--- config.mk ---
export PLATFORM = sky130hd
export DESIGN_NAME = dip_scan_ctrl
export DESIGN_NICKNAME = d
export VERILOG_FILES = /design/src/rtl/dip_scan_ctrl.sv
export SDC_FILE = /design/constraint.sdc
export NUM_CORES = 1
export LEC_CHECK = 0
export CORE_ASPECT_RATIO = 1.4
export CORE_UTILIZATION = 61
export CTS_CLUSTER_SIZE = 24
export DETAILED_ROUTE_END_ITERATION = 8
export PLACE_DENSITY = 0.85
export REMOVE_ABC_BUFFERS = 1
export SLEW_MARGIN = 20
export SYNTH_ARGS = -nofsm -noshare
export SYNTH_HDL_FRONTEND = slang
export SYNTH_SLANG_ARGS = --single-unit
--- constraint.sdc ---
create_clock -name clk -period 3.6 [get_ports clk]
set_input_delay 1.08 -clock clk [delete_from_list [all_inputs] [get_ports clk]]
set_output_delay 1.08 -clock clk [all_outputs]
set_load 0.005 [all_outputs]
--- src/rtl/dip_scan_ctrl.sv ---
// dip_scan_ctrl: periodically loads and shifts out an external switch shift
// chain, assembles each frame MSB-first and publishes it with a valid/ack
// handshake plus change and overrun pulses.
// Optional build macro DIP_SCAN_DEBOUNCE_EN: a frame is published only when it
// matches the frame captured just before it (two consecutive equal reads).
//
// state | meaning
// IDLE  | not scanning, waiting for enable
// LOAD  | dip_latch low, chain parallel-loads the switches (2*CLK_DIV cycles)
// SHIFT | dip_sclk toggles every CLK_DIV cycles, one sample per rising edge
// GAP   | IDLE_GAP quiet cycles, then LOAD again or IDLE if enable dropped
module dip_scan_ctrl #(
    parameter int FRAME_BITS = 24,
    parameter int CLK_DIV    = 4,
    parameter int IDLE_GAP   = 16
) (
    input  logic                  clk,
    input  logic                  rst,
    input  logic                  enable,
    input  logic                  dip_in,
    output logic                  dip_latch,
    output logic                  dip_sclk,
    output logic [FRAME_BITS-1:0] frame_data,
    output logic                  frame_valid,
    input  logic                  frame_ack,
    output logic                  frame_changed,
    output logic                  overrun,
    output logic                  busy
);

    typedef enum logic [1:0] {IDLE, LOAD, SHIFT, GAP} state_t;

    localparam int CNT_W = 10;
    localparam int BIT_W = $clog2(FRAME_BITS);
    localparam logic [CNT_W-1:0] LOAD_RELOAD = CNT_W'(2 * CLK_DIV - 1);
    localparam logic [CNT_W-1:0] HALF_RELOAD = CNT_W'(CLK_DIV - 1);
    localparam logic [CNT_W-1:0] GAP_RELOAD  = CNT_W'(IDLE_GAP - 1);
    localparam logic [BIT_W-1:0] BIT_TOP     = BIT_W'(FRAME_BITS - 1);

    state_t                  state, state_nxt;
    logic [CNT_W-1:0]        cnt;
    logic [BIT_W-1:0]        bit_cnt;
    logic [FRAME_BITS-2:0]   shift_reg;
    logic [FRAME_BITS-1:0]   frame_new;
    logic                    cnt_zero;
    logic                    half_end;
    logic                    sample_en;
    logic                    last_sample;
    logic                    publish;

    assign cnt_zero  = (cnt == '0);
    // The last sample goes straight to frame_new so it can publish on its own edge.
    assign frame_new = {shift_reg, dip_in};

    // State register.
    always_ff @(posedge clk or posedge rst) begin
        if (rst) begin
            state <= IDLE;
        end else begin
            state <= state_nxt;
        end
    end

    // Next-state decode and per-state strobes.
    always_comb begin
        state_nxt   = state;
        dip_latch   = 1'b1;
        busy        = 1'b1;
        half_end    = 1'b0;
        sample_en   = 1'b0;
        last_sample = 1'b0;
        case (state)
            IDLE: begin
                busy = 1'b0;
                if (enable) state_nxt = LOAD;
            end
            LOAD: begin
                dip_latch = 1'b0;
                if (cnt_zero) state_nxt = SHIFT;
            end
            SHIFT: begin
                half_end    = cnt_zero;
                sample_en   = cnt_zero && !dip_sclk;
                last_sample = sample_en && (bit_cnt == '0);
                if (cnt_zero && dip_sclk && (bit_cnt == '0)) state_nxt = GAP;
            end
            GAP: begin
                if (cnt_zero) state_nxt = enable ? LOAD : IDLE;
            end
            default: state_nxt = IDLE;
        endcase
    end

    // Down-counter: reloaded on state entry and at each sclk half-period.
    always_ff @(posedge clk or posedge rst) begin
        if (rst) begin
            cnt <= '0;
        end else if (state_nxt != state) begin
            case (state_nxt)
                LOAD:    cnt <= LOAD_RELOAD;
                SHIFT:   cnt <= HALF_RELOAD;
                GAP:     cnt <= GAP_RELOAD;
                default: cnt <= '0;
            endcase
        end else if (state == SHIFT && cnt_zero) begin
            cnt <= HALF_RELOAD;
        end else if (!cnt_zero) begin
            cnt <= cnt - CNT_W'(1);
        end
    end

    // Shift clock generation, bit counting and sample capture on sclk rise.
    always_ff @(posedge clk or posedge rst) begin
        if (rst) begin
            dip_sclk  <= 1'b0;
            bit_cnt   <= '0;
            shift_reg <= '0;
        end else if (state != SHIFT) begin
            dip_sclk <= 1'b0;
            bit_cnt  <= BIT_TOP;
        end else if (half_end) begin
            dip_sclk <= ~dip_sclk;
            if (sample_en) begin
                shift_reg <= frame_new[FRAME_BITS-2:0];
            end else if (bit_cnt != '0) begin
                bit_cnt <= bit_cnt - BIT_W'(1);
            end
        end
    end

`ifdef DIP_SCAN_DEBOUNCE_EN
    logic [FRAME_BITS-1:0] raw_shadow;

    // Remember every completed raw frame; publish only on two equal reads in a row.
    always_ff @(posedge clk or posedge rst) begin
        if (rst) begin
            raw_shadow <= '0;
        end else if (last_sample) begin
            raw_shadow <= frame_new;
        end
    end

    assign publish = last_sample && (frame_new == raw_shadow);
`else
    assign publish = last_sample;
`endif

    // Publication, valid/ack handshake and one-cycle change/overrun pulses.
    always_ff @(posedge clk or posedge rst) begin
        if (rst) begin
            frame_data    <= '0;
            frame_valid   <= 1'b0;
            frame_changed <= 1'b0;
            overrun       <= 1'b0;
        end else begin
            frame_changed <= 1'b0;
            overrun       <= 1'b0;
            if (publish) begin
                frame_data    <= frame_new;
                frame_valid   <= 1'b1;
                frame_changed <= (frame_new != frame_data);
                overrun       <= frame_valid & ~frame_ack;
            end else if (frame_valid && frame_ack) begin
                frame_valid <= 1'b0;
            end
        end
    end

endmodule
# == Word level (Yosys, flattened, before mapping) ==
# Index checks and enable logic that the tools add are counted.
# classes
div_mod_pow,0
addsub,2
shifts,0
reduce_logical,16
n_mux,25
bitwise_logic,4
magnitude_cmp,0
multipliers,0
n_eq_ne,11
# ops
cell,count
$mux 10,3
$ne 24x24->1,1
$mux 5,4
$mux 1,12
$pmux 4 s3,1
$logic_not 10->1,1
$sub 10x1->10 const B,1
$eq 2x2->1 const B,4
$mux 2,4
$pmux 2 s4,1
$logic_and 1x1->1,6
$reduce_and 3->1,2
$reduce_bool 2->1,3
$logic_not 5->1,1
$reduce_bool 5->1,1
$sub 5x1->5 const B,1
$eq 2x1->1 const B,2
$ne 3x1->1 const B,1
$not 1->1,3
$logic_not 2->1,1
$ne 2x1->1 const B,1
$ne 2x2->1,1
$ne 2x2->1 const B,1
$and 1x1->1,1
$logic_not 1->1,1
# word_totals
register_bits,68
elab_cells,67
ram_bits,0
mem_count,0
rom_bits,0
inputBits,5
latchBits,0
output_inout_bits,30

# == Depth between registers and ports, before layout ==
# logic_depth
ltp_word,8
depth_mapped,8
depth_no_buf,6

# == Worst setup path after synthesis ==
# OpenSTA, ideal clock, no wires.
# synth_path
path_type,register -> register
startpoint,reg cnt[0]
endpoint,reg frame_data[10]
path_stages_with_launch,9
synth_period_minus_slack_ns,1.939
arrival_ns,1.814
path_buffers,2
t_required_ns,3.475
slack_ns,1.661
setup_time_ns,0.125
path_cell_list,dfrtp_1 -> inv_1 -> ha_1 -> nor4b_4 -> and4_1 -> buf_6 -> nand2_8 -> buf_6 -> mux2_4
# synth_via
elab_chain_cells,4
# synth_lines
item,line,rtl
"start, declared",41,logic [CNT_W-1:0] cnt;
"start signal, assigned",108,cnt <= cnt - CNT_W'(1);
$logic_not 10->1,51,assign cnt_zero = (cnt == '0);
$logic_and 1x1->1,83,sample_en = cnt_zero && !dip_sclk;
$logic_and 1x1->1,84,last_sample = sample_en && (bit_cnt == '0);
$mux 1,72,case (state)
"end signal, assigned",159,frame_data <= frame_new;
"end, declared",23,"output logic [FRAME_BITS-1:0] frame_data,"
# Every way passes these cells.
# A chain may end at the register's enable or synchronous reset.

# == Worst setup path in the final report ==
# layout_path
startpoint,reg state[0]
endpoint,out busy
# layout_via
elab_chain_cells,2
# layout_lines
item,line,rtl
"start, declared",40,"state_t state, state_nxt;"
"start signal, assigned",60,state <= state_nxt;
$logic_not 2->1,72,
$mux 1,72,
"end, declared",28,output logic busy
# Every way passes these cells.

==> results.ini <==
[cts]
cts_made_buffers=9
cts_tree=yes
clk_pin_slew_ns=0.07
hold_buffers=0
clock-sinks=68
clockRootBuffer=clkbuf_8
cts_resized=0
ctsHtreeMaxLevel=3
cts.path.max_buffers=2
clk_latency_ns=0.33
cts_setup_buffers=0

[placed_design]
gp_congestion=0.862
place.port_buffers=34
hpwlAfterDp_um=4190
pre_cts_ws_ns=1.02

[floorplan]
die_y_um=89.0
initial_core_util_pct=63.5
core_mm2=0.00520
die_w_um=64.2
rows=31
io_pins=35
die-area_mm2=0.00571

[layout]
antenna-diode-count=0
fin_nets=308
largest_reg_flops=24
area_growth_pct=17.9
drive_gt1_share_pct=23.8

[timing]
setup_viol=0
setup_slack_ns=0.917
final.min_clock_period_ns=2.68
finClkSkew_ns=0.00422
setup_tns_ns=0
finalHoldViolCount=0
fin_crit_sh_pct=74.5
slew_headroom_pct=60.4
whs_ns=0.517
rsz0062_at_grt=false
slew_viol_final=0
max_clock_freq_mhz=373
worst-slew-pin-transition_ns=0.593

[pwr]
finalPower_w=0.00182
power_leakage_nw=1.85
ir_drop_uv=348
p_per_area_mw_per_mm2=466

[logic_synthesis]
netlist_instances=261
synth_enable_flop_cells=0
netlist_area_mm2=0.00330
ys_seq_area_share_pct=51.6
async_flop_share_pct=100
ys_ff_latch=68
yosys_warnings=0
yosysUniqueCellTypes=40
syn_avg_cell_area_um2=12.6
ys.flop_type=dfrtp_1

[detailed_routing]
ant_nets=0
drt_wl_total_um=5960
drt-met1-wl_um=2600
drtIter0Drc=150
topRoutingLayerUsed=met4
via_count=2082
drc=0
wl_per_cell_um=16.2
avgViaCountPerCell=5.64
wl_met3_um=185
wl_met2_um=3020
drt_first_pass_iters=4

[worst_setup_path]
critPathCapture=busy
worstSetupEndpointType=output port
r2r_setup_slack_ns=1.09
r2r_start=cnt[0]$_DFFE_PP0P_
cp.required_ns=2.52
startpoint=state[0]$_DFF_PP0_
rr_endpoint=shift_reg[19]$_DFFE_PP0P_
crit_type=reg2out
critical_path_arrival_ns=1.60
reg2reg_depth=6
critPathMaxFanout=12
critical_path.startpoint_type=flip-flop

[global_routing]
grt.overflow.total=0
antenna_found_initial=0
grt_max_degree=69
track_usage_pct=23.3
grt_pass1_vias=2104
grt_pass1_wl_um=10000

[status]
status=finished, final reports clean

[hold_path]
hp-class=reg2reg

[run]
max_cap_violations=0

power by group:
| group | total (W) | internal [W] | leakage (nW) | switching (W) |
|---|---|---|---|---|
| clock | 0.000627 | 0.000360 | 0.108 | 0.000266 |
| sequential | 0.000920 | 0.000826 | 0.899 | 0.0000939 |
| combinational | 0.000269 | 0.000126 | 0.840 | 0.000143 |
| total | 0.00182 | 0.00131 | 1.85 | 0.000503 |
through the flow:
| step | utilization, % | area, um^2 | std cells |
|---|---|---|---|
| final | 74.9 | 3890 | 369 |
| after global routing | 74.9 | 3890 | 369 |
| after CTS | 74.9 | 3890 | 369 |
| after detailed placement | 70.9 | 3690 | 354 |
| after global placement | 70.9 | 3690 | 354 |
| after floorplan | - | 3240 | 252 |
final cells by class:
class	count	area [um^2]
clock buffer	15	206
fill	358	1310
inverter	8	30.0
multi-input combinational	176	1500
sequential	68	1700
tap	66	82.6
timing repair buffer	36	368
per-layer routing:
layer | vias up | GRT usage [%]
li1 | 992 | -
met1 | 1027 | 28.4
met2 | 46 | 39.7
met3 | 17 | 5.87
met4 | 0 | 9.49
met5 | - | 0
cells in the final DEF (no fill, tap or decap), types with 2 or more instances in the layout:
master and count:
nor2_1 16, clkdlybuf4s50_1 34, xor2_1 13, dfrtp_1 68, nor4_1 3, mux2_2 30
nor3_1 4, a21oi_1 2, or3_1 3, mux2_4 17, a32oi_1 2, o21ai_0 4
clkbuf_8 15, nand2b_1 5, inv_1 7, nand2_1 14, nand3_1 7, nand4_1 5
a311oi_1 3, a31o_2 2, xnor2_1 19, o31ai_1 2, nor2b_1 4, nor4b_4 2
ha_1 4, nand3b_1 2, mux2i_1 2
how the worst min path moves through the flow:
stage                       startpoint                       to  slack, ns  cells after the start
5_1_grt        frame_valid$_DFFE_PP0P_  frame_valid$_DFFE_PP0P_       0.58                      2
3_3_place_gp   frame_valid$_DFFE_PP0P_  frame_valid$_DFFE_PP0P_       0.49                      2
2_1_floorplan  frame_valid$_DFFE_PP0P_  frame_valid$_DFFE_PP0P_       0.50                      2
3_5_place_dp   frame_valid$_DFFE_PP0P_  frame_valid$_DFFE_PP0P_       0.51                      2
6_report       frame_valid$_DFFE_PP0P_  frame_valid$_DFFE_PP0P_       0.52                      2
4_1_cts        frame_valid$_DFFE_PP0P_  frame_valid$_DFFE_PP0P_       0.53                      2
critical path, cell delays in order (launching register included):
cell,delay [ns]
dfrtp_1,0.50
nor2_1,0.26
inv_1,0.07
clkdlybuf4s50_1,0.45
synthesized netlist by cell type (2+ instances only):
library cell  number  area share (%)
nand2_1           14             1.6
nor2_1            16             1.8
buf_6              3             1.0
mux2_2            30              10
dfrtp_1           68              52
nor2b_1            4            0.76
nand3_1            7             1.1
mux2i_1            2            0.61
o21ai_0            4            0.61
nand3b_1           2            0.45
or3_1              3            0.57
ha_1               4             1.5
xor2_1            13             3.4
a32oi_1            2            0.53
xnor2_1           19             5.0
mux2_4            17             7.7
a311oi_1           3            0.80
a21oi_1            2            0.30
a31o_2             2            0.53
nor4b_4            2             1.4
buf_4              2            0.45
nand4_1            5            0.95
inv_1              8            0.91
o31ai_1            2            0.45
nor4_1             3            0.57
nand2b_1           5            0.95
clkbuf_1           3            0.34
nor3_1             4            0.61
logic make-up (layout without fill, tap and decap cells):
| family | Yosys count | after routing | share of synthesized area, % |
|---|---|---|---|
| muxes | 49 | 49 | 18.6 |
| buffers and inverters | 17 | 59 | 2.88 |
| adders and majority gates | 4 | 4 | 1.52 |
| DFF | 68 | 68 | 51.6 |
| and+or+nand+nor | 72 | 72 | 12.8 |
| xor gates and xnor gates | 32 | 32 | 8.49 |
| AOI/OAI and AO/OA | 19 | 19 | 4.17 |
Note: power is estimated with default switching activity, not from simulation.
